==> config.mk <==
export PLATFORM = sky130hd
export DESIGN_NAME = ex_div
export DESIGN_NICKNAME = d
export VERILOG_FILES = /design/src/rtl/ex_div.sv
export SDC_FILE = /design/constraint.sdc
export NUM_CORES = 1
export LEC_CHECK = 0
export BUFFER_PORTS_ARGS = -buffer_cell sky130_fd_sc_hd__buf_2
export CORE_MARGIN = 10
export CORE_UTILIZATION = 65
export DETAILED_ROUTE_END_ITERATION = 6
export PLACE_DENSITY = 0.9
export RECOVER_POWER = 50
export SYNTH_ARGS = -nofsm -noshare
export SYNTH_HDL_FRONTEND = slang
export SYNTH_SLANG_ARGS = --single-unit
==> constraint.sdc <==
create_clock -name clk -period 7.6 [get_ports clk]
set_input_delay 0 -clock clk [delete_from_list [all_inputs] [get_ports clk]]
set_output_delay 0 -clock clk [all_outputs]
set_load 0.02 [all_outputs]
==> src/rtl/ex_div.sv <==
// ex_div: iterative restoring divider for DIV/DIVU/REM/REMU; `EX_DIV_FAST_PATH_EN enables single-cycle divide-by-zero/overflow results
module ex_div #(
    parameter int DW = 32
) (
    input  logic          clk,
    input  logic          rst,
    input  logic          start_i,
    input  logic [1:0]    op_i,
    input  logic [DW-1:0] dividend_i,
    input  logic [DW-1:0] divisor_i,
    input  logic [4:0]    rd_addr_i,
    input  logic          cancel_i,
    output logic          busy_o,
    output logic          ready_o,
    output logic [DW-1:0] result_o,
    output logic [4:0]    rd_addr_o,
    output logic          reg_wen_o
);
    typedef enum logic [1:0] {IDLE, CALC, DONE} state_t;
    localparam logic [DW-1:0] LAST = DW'(DW - 1);
    state_t state_q, state_d;
    logic [DW-1:0] cnt_q, cnt_d, quot_q, quot_d, rem_q, rem_d, dvs_q, dvs_d, result_q, result_d;
    logic [4:0] rd_q, rd_d, rd_addr_q, rd_addr_d;
    logic rem_op_q, rem_op_d, qneg_q, qneg_d, rneg_q, rneg_d, dz_q, dz_d;
    logic sgn, a_neg, b_neg, dz_in, ge;
    logic [DW-1:0] a_mag, b_mag, rem_step, quot_step, fin_q, fin_r;
    logic [DW:0] tmp, sub;
`ifdef EX_DIV_FAST_PATH_EN
    logic ovf_in;
`endif
    // operand magnitudes and one restoring shift-subtract step
    always_comb begin
        sgn = !op_i[0];
        a_neg = sgn & dividend_i[DW-1];
        b_neg = sgn & divisor_i[DW-1];
        a_mag = a_neg ? -dividend_i : dividend_i;
        b_mag = b_neg ? -divisor_i : divisor_i;
        dz_in = divisor_i == '0;
`ifdef EX_DIV_FAST_PATH_EN
        ovf_in = sgn && dividend_i == {1'b1, {(DW-1){1'b0}}} && divisor_i == '1;
`endif
        tmp = {rem_q, quot_q[DW-1]};
        sub = tmp - {1'b0, dvs_q};
        ge = !sub[DW];
        rem_step = ge ? sub[DW-1:0] : tmp[DW-1:0];
        quot_step = {quot_q[DW-2:0], ge};
        fin_q = dz_q ? '1 : (qneg_q ? -quot_step : quot_step);
        fin_r = rneg_q ? -rem_step : rem_step;
    end
    // next-state: capture in IDLE, iterate in CALC, one-cycle DONE; cancel wins everywhere
    always_comb begin
        state_d = state_q;
        cnt_d = cnt_q;
        quot_d = quot_q;
        rem_d = rem_q;
        dvs_d = dvs_q;
        result_d = result_q;
        rd_d = rd_q;
        rd_addr_d = rd_addr_q;
        rem_op_d = rem_op_q;
        qneg_d = qneg_q;
        rneg_d = rneg_q;
        dz_d = dz_q;
        case (state_q)
            IDLE: if (start_i && !cancel_i) begin
                rem_op_d = op_i[1];
                rd_d = rd_addr_i;
                quot_d = a_mag;
                rem_d = '0;
                dvs_d = b_mag;
                qneg_d = a_neg ^ b_neg;
                rneg_d = a_neg;
                dz_d = dz_in;
                cnt_d = '0;
                state_d = CALC;
`ifdef EX_DIV_FAST_PATH_EN
                if (dz_in || ovf_in) begin
                    state_d = DONE;
                    result_d = op_i[1] ? (dz_in ? dividend_i : '0) : (dz_in ? '1 : dividend_i);
                    rd_addr_d = rd_addr_i;
                end
`endif
            end
            CALC: if (cancel_i) state_d = IDLE;
            else begin
                quot_d = quot_step;
                rem_d = rem_step;
                cnt_d = cnt_q + 1'b1;
                if (cnt_q == LAST) begin
                    state_d = DONE;
                    result_d = rem_op_q ? fin_r : fin_q;
                    rd_addr_d = rd_q;
                end
            end
            default: state_d = IDLE;
        endcase
    end
    // state and datapath registers
    always_ff @(posedge clk) begin
        if (rst) begin
            state_q <= IDLE;
            cnt_q <= '0;
            quot_q <= '0;
            rem_q <= '0;
            dvs_q <= '0;
            result_q <= '0;
            rd_q <= '0;
            rd_addr_q <= '0;
            rem_op_q <= 1'b0;
            qneg_q <= 1'b0;
            rneg_q <= 1'b0;
            dz_q <= 1'b0;
        end else begin
            state_q <= state_d;
            cnt_q <= cnt_d;
            quot_q <= quot_d;
            rem_q <= rem_d;
            dvs_q <= dvs_d;
            result_q <= result_d;
            rd_q <= rd_d;
            rd_addr_q <= rd_addr_d;
            rem_op_q <= rem_op_d;
            qneg_q <= qneg_d;
            rneg_q <= rneg_d;
            dz_q <= dz_d;
        end
    end
    assign busy_o = state_q != IDLE;
    assign ready_o = state_q == DONE;
    assign reg_wen_o = ready_o;
    assign result_o = result_q;
    assign rd_addr_o = rd_addr_q;
endmodule

Word level (Yosys, flattened, before mapping)
Index checks and enable logic that the tools add are counted.
{"block": "word_totals", "ff_bits": 176, "out_inout_bits": 40, "elab_cells": 59}
{"block": "op_classes", "n_addsub": 6, "n_eq_ne": 6, "n_mux": 19, "n_bitwise": 4, "n_reduce_logical": 12}
{"op": "32-bit 2-to-1 mux", "count": 12}
{"op": "32-bit case mux with 2 select lines", "count": 3}
{"op": "32-bit negator", "count": 4}
{"op": "33-bit by 32-bit subtractor with 33-bit output", "count": 1}
{"op": "32-bit by 1-bit adder with 32-bit output (second input constant)", "count": 1}
{"op": "32-bit by 5-bit == test with 1-bit output (second input constant)", "count": 1}
{"op": "32-bit zero test", "count": 1}
{"op": "2-bit 2-to-1 mux", "count": 3}
{"op": "3-bit AND reduction", "count": 2}
{"op": "2-bit inequality test (second input constant)", "count": 2}
{"op": "2-bit case mux with 2 select lines", "count": 1}
{"op": "2-bit AND reduction", "count": 2}
{"op": "2-bit nonzero test", "count": 2}
{"op": "1-bit zero test", "count": 3}
{"op": "3-bit inequality test (second input constant)", "count": 1}
{"op": "1-bit bitwise AND", "count": 2}
{"op": "2-bit by 1-bit == test with 1-bit output (second input constant)", "count": 1}
{"op": "2-bit == test (second input constant)", "count": 1}
{"op": "2-bit zero test", "count": 1}
{"op": "1-bit logical AND", "count": 1}
{"op": "1-bit inverter", "count": 1}
{"op": "1-bit bitwise XOR", "count": 1}

Logic depth before layout (Yosys ltp)
Gate-level depths: netlist (run 1).
{"block": "logic_depth", "ltp_word": 6, "ltp_mapped": 24, "ltp_nobuf": 21}

Worst setup path before layout (run 1)
No wires, ideal clock.
{"block": "synth_path", "path_type": "reg-to-reg", "startpoint": "reg quot_q[31]", "endpoint": "reg result_q[20], in the netlist result_o[20]", "t_arrival_ps": 5015, "path_slack_ps": 2468, "stages_incl_launch_ff": 23, "path_buffers": 3, "cell_sequence": "dfxtp_1 -> inv_1 -> ha_1 -> fa_1 -> nand2b_1 -> a211oi_4 -> o211ai_1 -> a21oi_2 -> o21a_2 -> nor2_2 -> inv_2 -> buf_2 -> buf_2 -> buf_2 -> ha_1 -> nand3_1 -> or3_1 -> or2_2 -> or4_1 -> o41ai_1 -> xor2_1 -> a21oi_1 -> a22o_1"}
{"block": "synth_between", "elab_chain_cells": 6, "word_cells_on_any_way": 9}
{"item": "start, declared", "line_no": "22", "rtl": "logic [DW-1:0] cnt_q, cnt_d, quot_q, quot_d, rem_q, rem_d, dvs_q, dvs_d, result_q, result_d;"}
{"item": "start signal, assigned", "line_no": "116", "rtl": "quot_q <= quot_d;"}
{"item": "33-bit by 32-bit subtractor with 33-bit output", "line_no": "43", "rtl": "sub = tmp - {1'b0, dvs_q};"}
{"item": "1-bit zero test", "line_no": "44", "rtl": "ge = !sub[DW];"}
{"item": "32-bit negator", "line_no": "47", "rtl": "fin_q = dz_q ? '1 : (qneg_q ? -quot_step : quot_step);"}
{"item": "32-bit 2-to-1 mux (2 in series)", "line_no": "47"}
{"item": "32-bit 2-to-1 mux (*)", "line_no": "91", "rtl": "result_d = rem_op_q ? fin_r : fin_q;"}
{"item": "end signal, assigned", "line_no": "119", "rtl": "result_q <= result_d;"}
{"item": "end, declared", "line_no": "22"}
Every way passes the cells marked *; elsewhere a longest branch is shown, timed or not.
A chain may end at the register's enable or synchronous reset.

Final worst setup path (run 1)
{"block": "layout_path", "startpoint": "reg quot_q[31]", "endpoint": "reg result_q[18], in the netlist result_o[18]"}
The elaborated chain is that of the path after synthesis.

==> results of run 1 <==
## how the worst max path moves through the flow
stage / startpoint / to / depth (start not counted)
after global routing: state_q[1] / cnt_q[28] / 12
after detailed placement: quot_q[31] / result_o[18] / 22
after CTS: quot_q[31] / result_o[20] / 20
after global placement: quot_q[31] / result_o[20] / 20
after floorplan: quot_q[31] / result_o[20] / 22
final: quot_q[31] / result_o[18] / 22
## critical path, cell delays in order (launching register included)
cell,delay (ns)
dfxtp_1,0.41
inv_1,0.07
ha_1,0.23
fa_1,0.44
nand2b_1,0.23
a211oi_4,0.42
o211ai_1,0.18
a21oi_2,0.27
o21a_2,0.28
nor2_4,0.05
buf_4,0.30
inv_2,0.31
nor2_1,0.08
a21oi_1,0.25
ha_1,0.31
nand2_1,0.07
or4_1,0.56
nor3_1,0.25
a32oi_1,0.24
or2_1,0.32
a21oi_1,0.16
o21ai_1,0.09
a22o_1,0.22
## routing by layer
layer  track usage [%]  up-vias  share of wire (%)
li1                  -     6378                  -
met3              5.30      149                9.4
met5                 0        -                  0
met4              15.3        0                4.3
met1              37.2     6242                 39
met2              50.6      752                 47
## sequential cells by signal, indices dropped and copies added, names as in the netlist
signal     count
cnt_q         32
dvs_q         32
dz_q           1
qneg_q         1
quot_q        32
rd_addr_o      5
rd_q           5
rem_op_q       1
rem_q         32
result_o      32
rneg_q         1
state_q        2
## Yosys cell counts (4+ instances only)
cell type	count
nor2_1	260
dfxtp_1	176
nand2_1	173
a21oi_1	143
o21ai_0	77
xor2_1	77
clkbuf_1	75
xnor2_1	61
a211oi_1	58
inv_1	55
ha_1	37
nand3_1	37
or3_1	35
nor3_1	34
o31ai_1	27
a22oi_1	21
buf_2	21
nand4_1	20
nor4_1	20
and3_1	19
a21o_1	17
a311oi_1	16
o21ai_1	15
or4_1	15
mux2i_1	14
o211ai_1	14
a31oi_1	13
nand2b_1	11
a221oi_1	10
o41ai_1	10
or2_2	9
nor2b_1	8
o21a_1	8
and2_1	6
mux2_2	6
a211o_1	5
a21oi_2	5
a22o_1	5
nor4b_1	5
o221ai_1	5
a21o_2	4
buf_1	4
## power by group through the flow
stage,Combinational [mW],Clock (mW),Sequential (mW)
2_1_floorplan,0.378,0,0.988
3_3_place_gp,0.492,0,1.00
3_5_place_dp,0.502,0,1.00
4_1_cts,0.524,0.943,0.982
5_1_grt,0.592,0.981,0.986
6_report,0.542,0.944,0.985
## kinds of logic (layout without fill, tap and decap cells)
group / after synthesis / in the layout / synth area share, %
multiplexers: 21 / 21 / 1.76
AND/OR/NAND/NOR: 674 / 674 / 24.8
AO/OA/AOI/OAI: 505 / 505 / 27.1
XOR/XNOR: 138 / 138 / 9.54
flip-flops: 176 / 176 / 27.8
other: 0 / 3 / 0
buffers and inverters: 161 / 257 / 5.19
adder cells (fa/ha/maj): 38 / 38 / 3.81
## cell type report
cell class	instances	share of cell area (%)
Antenna cell	3	0.0528
Sequential cell	176	24.8
Clock inverter	14	1.35
Multi-Input combinational cell	1376	59.7
Inverter	57	1.50
Tap cell	265	2.33
Clock buffer	18	3.09
Timing Repair Buffer	168	7.19
## timing repair
| item | 4_1_cts | 5_1_grt |
|---|---|---|
| endpoints found under the hold margin | 37 | 0 |
| buffers inserted | 0 | 0 |
| hold buffers | 42 | 0 |
| resized for setup | 0 | 0 |
==> impl_metrics.toml, run 1 <==
[outcome]
status = "finished, violations left"
failed_checks = "DRC, capacitance limit, slew limit"

[pwr]
p_int_mw = 1.66
comb_power_share_pct = 21.9
switchingPower_mw = 0.810
p_leak_nw = 5.49
sequentialPowerShare_pct = 39.8
clkPwrFrac_pct = 38.2
switching_share_pct = 32.8
power_mw = 2.47
ir_drop_mv = 0.166
power_density_nw_per_um2 = 174

[clock_network]
clkLatencyLatePin_ns = 0.45
cts_root_buf = "clkbuf_16"
cts_tree = "yes"
cts.path.max_buffers = 2
h-tree-depth = 4
cts.sinks = 176
cts-buffers-inserted = 17
clk_pin_slew_ns = 0.07

[sta]
grt_setup_unrepaired = "no"
slew_viol_final = 197
setup_tns_ns = 0
hold_viol = 0
holdWs_ns = 0.00659
worst_slack_ns = 1.75
fin_worst_skew_ns = 0.0149
worst_pin_slew_ns = 2.84
finalSetupViolations = 0
fin_crit_ns = 5.85
min_period_over_period_pct = 76.9
fmax_ghz = 0.171
max_slew_margin_pct = -89.6

[finish]
multiInputGateArea_um2 = 8500
final_area_um2 = 14200
fin_util_pct = 73.6
stdcell_count = 2077
nFillCells = 1499
final_common_cell = "nor2_1"
final_nets = 1909
area_growth_pct = 12.3
seq_area_um2 = 3520
most-common-layout-cells = "259 x nor2_1, 176 x dfxtp_1, 173 x nand2_1"
final_layout_size_suffix_gt1_share_pct = 9.40

[place]
placed_area_um2 = 13300
dp.cells = 2000
gp_congestion = 0.967
numPortBuffers = 114
pre_cts_ws_ns = 1.95
hpwlAfterDp_um = 28500

[synthesis]
yosys.area.top_type_share_pct = 27.8
yosysWarnings = 0
yosysTopAreaCell = "dfxtp_1"
synthArstFlopShare_pct = 0
ys.flop_type = "dfxtp_1"
synth_area_leaders = "dfxtp_1 28%, nor2_1 7.7%, a21oi_1 5.6%"
syn_area_um2 = 12700
ys_seq_area_share_pct = 27.8
synth_cell_types = 92
synth_seq_cells = 176
synth_fp_nets = 1826
synth_edf_count = 0
syn_area_per_cell_um2 = 7.39
synth_cells = 1713

[worst_hold_path]
hold_class = "input port to flip-flop"
hold_depth = 2
hold_path_end = "quot_q[2]"
min_from = "rst"

[route]
routed_via_density = 6.51
drt_first_pass_iters = 7
drcViolationCount = 3
num_vias = 13500
ant_nets = 0
drt_iter0_drc = 1429
wirelength_um = 40500
wire_per_inst_um = 19.5

[setup_path]
ff2ff_setup_slack_ns = 1.75
worst-r2r-cell-count = 22
crit_type = "flip-flop to flip-flop"
reg2reg_to = "result_o[18]"
crit_path_start_kind = "flip-flop"
path_max_fanout = 47
cp-end-kind = "flip-flop"
arrival_ns = 6.18
crit_required_ns = 7.94
worstReg2RegStart = "quot_q[31]"

[global_routing]
first_global_vias = 13000
grt_pass1_wl_um = 65700
grt_usage_pct = 30.5
globalRouteOverflowTotal = 0
antenna_found_initial = 3
grt_max_degree = 97

[die]
die_area_um2 = 25500
row_count = 51
fp.dieW_um = 160
io_pins = 115
fp.dieH_um = 160
start_util_pct = 65.5
core_area_um2 = 19300

[run]
drv_cap = 3
Note: power is estimated with default switching activity, not from simulation.
==> run 2: changes to the inputs <==
- ABC_AREA: not set -> 1
- CORE_UTILIZATION: 65 -> 56
- PLACE_DENSITY: 0.9 -> 0.82
- clock period: 7.6 -> 4.8 ns (I/O delays scaled with it)
==> run 2 against run 1 <==
Net effect:
- the run ends with capacitance limit, slew limit left
- global-route usage shrank 1.8 points
- total power rose by 64%
- sequential share of layout area is 2.1 points lower
- wire length grew 14%
- clock power up 59%
- clock skew is essentially flat
- non-clock buffer count is 8 higher
- register-to-register slack worse by 1.5 ns
- critical path type unchanged
- critical endpoint is now result_o[13]
- largest power group unchanged
==> impl_metrics.toml, run 2 <==
[route]
wire_per_inst_um = 16.8
routed_via_density = 5.72
drcViolationCount = 0
drt_iter0_drc = 1658
ant_nets = 0
wirelength_um = 46000
num_vias = 15700
drt_first_pass_iters = 5

[place]
gp_congestion = 1.03
hpwlAfterDp_um = 34200
numPortBuffers = 114

[sta]
min_period_over_period_pct = 93.9
fmax_ghz = 0.222
setup_tns_ns = 0
slew_viol_final = 122
fin_worst_skew_ns = 0.0150
max_slew_margin_pct = -13.0
hold_viol = 0
holdWs_ns = 0.00886
grt_setup_unrepaired = "no"
finalSetupViolations = 0
worst_pin_slew_ns = 1.69
fin_crit_ns = 4.51

[setup_path]
ff2ff_setup_slack_ns = 0.29
arrival_ns = 4.84
path_cells = "inv_1 -> nor2_1 -> nand2_1 -> clkinv_1 -> clkbuf_1 -> nand2_1 -> buf_4 -> clkinv_1 -> buf_4 -> nand3_1 -> o211a_1"
crit_slowest_cell = "clkbuf_1"
crit_required_ns = 5.14
reg2reg_to = "result_o[13]"
cp-end-kind = "flip-flop"
crit_type = "flip-flop to flip-flop"
worst-r2r-cell-count = 11
cpPeakStageDelay_ns = 1.20
crit_path_start_kind = "flip-flop"
worstReg2RegStart = "state_q[0]"
path_max_fanout = 43

[synthesis]
synth_compound_area_share_pct = 19.0
synth_edf_count = 0
yosysTopAreaCell = "dfxtp_1"
synth_fa_ha_area_share_pct = 3.50
synth_area_leaders = "dfxtp_1 26%, nand2_1 17%, inv_1 7.7%"
yosys.area.top_type_share_pct = 25.5
syn_area_per_cell_um2 = 6.04
ys_seq_area_share_pct = 25.5
ys.flop_type = "dfxtp_1"
synth-simple-area-share_pct = 36.7
yosysMostFrequentCell = "nand2_1"
synth_cell_types = 60
yosysWarnings = 0
synth_cells = 2285
syn_area_um2 = 13800
synth_xor_area_share_pct = 4.45
synthMuxAreaShare_pct = 0
synth_fp_nets = 2398
synthArstFlopShare_pct = 0
synth_seq_cells = 176
synth_top_family_by_area = "simple AND/OR/NAND/NOR gates"
synthTopCellsByCount = "633 x nand2_1, 284 x inv_1, 208 x a21oi_1"

[clock_network]
cts.sinks = 176
cts_tree = "yes"
clk_pin_slew_ns = 0.08
cts.path.max_buffers = 2
clkLatencyLatePin_ns = 0.45
h-tree-depth = 4
cts-buffers-inserted = 17
cts_root_buf = "clkbuf_16"
cts_setup_buffers = 0

[die]
io_pins = 115
die_area_um2 = 31300
fp.dieH_um = 177
core_area_um2 = 24200
start_util_pct = 56.9
fp.dieW_um = 177
row_count = 57

[worst_hold_path]
min_from = "dividend_i[14]"
hold_class = "input port to flip-flop"
hold_depth = 5
hold_path_end = "quot_q[14]"

[global_routing]
grt_max_degree = 59
top_usage_layer = "met2"
antenna_found_initial = 2
use_met2_pct = 46.0
grtUsageMet3_pct = 3.84
first_global_vias = 14300
grt_use_met1_pct = 38.7
grt_usage_pct = 28.6
grt_pass1_wl_um = 73400
globalRouteOverflowTotal = 0

[pwr]
ir_drop_mv = 0.202
power_density_nw_per_um2 = 261
comb_power_share_pct = 24.3
switching_share_pct = 35.0
switchingPower_mw = 1.42
p_int_mw = 2.63
clkPwrFrac_pct = 36.9
p_leak_nw = 7.40
sequentialPowerShare_pct = 38.8

[finish]
area_growth_pct = 12.7
final_layout_size_suffix_gt1_share_pct = 8.59
fin_util_pct = 64.1
most-common-layout-cells = "634 x nand2_1, 285 x inv_1, 208 x a21oi_1"
final_common_cell = "nand2_1"
final_nets = 2509

[run]
drv_cap = 3

[outcome]
status = "finished, violations left"
failed_checks = "capacitance limit, slew limit"
## run 2: layer usage
layer | vias up | routed length, µm
met1 | 7094 | 20000
met4 | 0 | 1310
met5 | - | 0
met2 | 741 | 21000
met3 | 105 | 3680
li1 | 7715 | -
## run 2: power groups by stage
stage          Sequential (mW)  Combinational (mW)  Clock (mW)
2_1_floorplan             1.57               0.681           0
3_3_place_gp              1.60               0.907           0
3_5_place_dp              1.60               0.918           0
4_1_cts                   1.57               0.957        1.50
5_1_grt                   1.58                1.09        1.56
6_report                  1.57               0.984        1.50
## run 2: final cells by class
| cell class | instances | area [µm²] |
|---|---|---|
| Antenna cell | 2 | 5.00 |
| Clock buffer | 18 | 429 |
| Clock inverter | 14 | 194 |
| Fill cell | 2311 | 8710 |
| Inverter | 298 | 1120 |
| Multi-Input combinational cell | 1727 | 8760 |
| Sequential cell | 176 | 3520 |
| Tap cell | 324 | 405 |
| Timing Repair Buffer | 176 | 1100 |
## run 2: timing repair
action / in CTS / in global routing
endpoints found under the setup margin: 0 / 3
gates resized for setup: 0 / 1
hold buffers: 50 / 0
endpoints found under the hold margin: 50 / 0
## run 2: worst max-delay path: cells and delay by family (launching register included)
kind	cells	cell delay, ns
buf+inv	6	2.15
simple gates	4	1.72
flops	1	0.37
compound gates	1	0.15
## run 2: kinds of logic (layout without fill, tap and decap cells)
logic type	count (synthesis)	after routing
AND/OR/NAND/NOR	1139	1139
AO/OA/AOI/OAI	480	480
adder cells (fa/ha/maj)	38	38
flip-flops	176	176
other	0	2
XOR/XNOR	70	70
buffers and inverters	382	506
## run 2: per-stage QoR
step / power, mW / cells / setup slack, ns / cell area, µm²
2_1_floorplan: 2.25 / 2285 / 0.910 / 13800
3_3_place_gp: 2.51 / 2651 / 0.664 / 14500
3_5_place_dp: 2.52 / 2651 / 0.504 / 14500
4_1_cts: 4.03 / 2733 / 0.479 / 15600
5_1_grt: 4.23 / 2735 / 0.0729 / 15500
6_report: 4.05 / 2735 / 0.295 / 15500
## run 2: how the worst max path moves through the flow
stage,cells after the start,startpoint,end
6_report,11,state_q[0],result_o[13]
3_3_place_gp,27,quot_q[31],result_o[28]
4_1_cts,27,quot_q[31],result_o[28]
5_1_grt,9,state_q[1],cnt_q[24]
2_1_floorplan,28,quot_q[31],result_o[28]
3_5_place_dp,27,quot_q[31],result_o[28]
==> run 3: changes to the inputs <==
- CORE_UTILIZATION: 56 -> 62
- PLACE_DENSITY: 0.82 -> 0.86
- clock period: 4.8 -> 4.3 ns (I/O delays scaled with it)
==> run 3 against run 2 <==
Net effect:
- the flow still finishes with violations (capacitance limit, slew limit)
- clock power up 15%
- wire length up 0.32%
- clock-buffer cell count is 2 higher
- critical path type unchanged
- critical endpoint is now result_o[28]
- largest power group unchanged
- highest routed layer unchanged
==> impl_metrics.toml, run 3 (synthesis results as in run 2) <==
[route]
drt_first_pass_iters = 6
wire_per_inst_um = 17.1
routed_via_density = 5.84
wirelength_um = 46200
drcViolationCount = 0
num_vias = 15800
drt_iter0_drc = 1828
ant_nets = 0

[sta]
worst_pin_slew_ns = 1.68
finalSetupViolations = 0
setup_tns_ns = 0
fmax_ghz = 0.243
fin_crit_ns = 4.12
worst_slack_ns = 0.182
hold_viol = 0
fin_worst_skew_ns = 0.0134
min_period_over_period_pct = 95.8
slew_viol_final = 122
max_slew_margin_pct = -12.4

[setup_path]
cpPeakStageDelay_ns = 0.39
cp_top_family = "simple AND/OR/NAND/NOR gates"
crit_slowest_cell = "fa_2"
path_max_fanout = 6
crit_required_ns = 4.63
cp-end-kind = "flip-flop"
crit_type = "flip-flop to flip-flop"
crit_buf_inv = 3
crit_path_start_kind = "flip-flop"
arrival_ns = 4.45

[die]
fp.dieH_um = 169
fp.dieW_um = 169
io_pins = 115
start_util_pct = 63.2
core_area_um2 = 21800
die_area_um2 = 28600
row_count = 54

[clock_network]
cts_tree = "yes"
clkLatencyLatePin_ns = 0.44
cts-buffers-inserted = 17
h-tree-depth = 4
cts.sinks = 176
cts_root_buf = "clkbuf_16"
clk_pin_slew_ns = 0.07
cts.path.max_buffers = 2

[pwr]
power_mw = 4.61
ir_drop_mv = 0.272
p_leak_nw = 7.49
power_density_nw_per_um2 = 293

[finish]
nFillCells = 1972
seq_area_um2 = 3530
area_growth_pct = 14.0
most-common-layout-cells = "632 x nand2_1, 281 x inv_1, 205 x a21oi_1"
final_common_cell = "nand2_1"
fin_util_pct = 72.0
final_nets = 2526
multiInputGateArea_um2 = 8860
final_layout_size_suffix_gt1_share_pct = 9.98
final_area_um2 = 15700

[global_routing]
antenna_found_initial = 2
grt_usage_pct = 30.7
grt_pass1_wl_um = 73000
grtUsageMet3_pct = 5.40
top_usage_layer = "met2"
grt_max_degree = 66
use_met2_pct = 49.7
globalRouteOverflowTotal = 0
first_global_vias = 14200
grt_use_met1_pct = 40.1

[place]
pre_cts_ws_ns = 0.0143
numPortBuffers = 114
gp_congestion = 1.00
placed_area_um2 = 14500
hpwlAfterDp_um = 33700

[outcome]
failed_checks = "capacitance limit, slew limit"
status = "finished, violations left"

[worst_hold_path]
hold_class = "input port to flip-flop"

[run]
drv_cap = 3
[run 3: worst paths after layout]
kind,end,startpoint,slack [ns],depth (start not counted)
worst max-delay path,result_o[28],dvs_q[0],0.18,27
worst max register to register,result_o[28],dvs_q[0],0.18,27
worst min-delay path,dvs_q[31],op_i[0],0.004,5
worst min register to register,rd_q[1],rd_q[1],0.46,2
[run 3: routing by layer]
metal | part of all wire (%) | vias to the layer above
li1 | - | 7715
met1 | 42 | 7205
met2 | 46 | 765
met3 | 8.7 | 137
met4 | 3.9 | 0
met5 | 0 | -
[run 3: report_power, final]
group	switching, mW	internal (mW)	total, mW
registers	0.0642	1.68	1.75
logic	0.759	0.391	1.15
clock network	0.718	0.997	1.72
[run 3: layout make-up]
cell class	count	share of cell area [%]
clock buffers	20	2.84
well taps	280	2.23
multi-input cells	1727	56.4
inverters	298	7.11
clock inverters	11	1.14
flip-flops and latches	176	22.4
diodes	2	0.0318
repair buffers	193	7.85
[run 3: metrics by stage]
step                      cells  hold WS (ns)
after floorplan            2285         0.102
after global placement     2614         0.228
after detailed placement   2614         0.232
after CTS                  2695       0.00270
after global routing       2707        0.0379
final                      2707       0.00386
[run 3: worst reg2reg max path: stages (launching register included)]
cell and delay (ns):
dfxtp_1 0.35, ha_4 0.18, fa_2 0.39, inv_2 0.07, nand2_1 0.06, nand2_2 0.09, nand3_2 0.07, nand2_2 0.11
nand2_1 0.10, nand2_2 0.10, nand2_4 0.08, nand2_4 0.10, nand2_8 0.07, nand2_8 0.08, ha_4 0.13, inv_2 0.05
nor3_4 0.22, nand3_2 0.18, nor3_4 0.20, nand4_1 0.18, nor4_2 0.34, buf_4 0.17, a21oi_2 0.06, nor2_1 0.17
or2_4 0.14, nand3_2 0.06, a21oi_2 0.17, a21oi_1 0.08
[run 3: what timing repair did]
action / in CTS / in global routing
cloned: 0 / 0
hold endpoints to repair: 51 / 0
hold buffers: 50 / 0
resized for setup: 1 / 25
setup buffers: 0 / 10
endpoints found under the setup margin: 1 / 19
pin swaps: 0 / 15
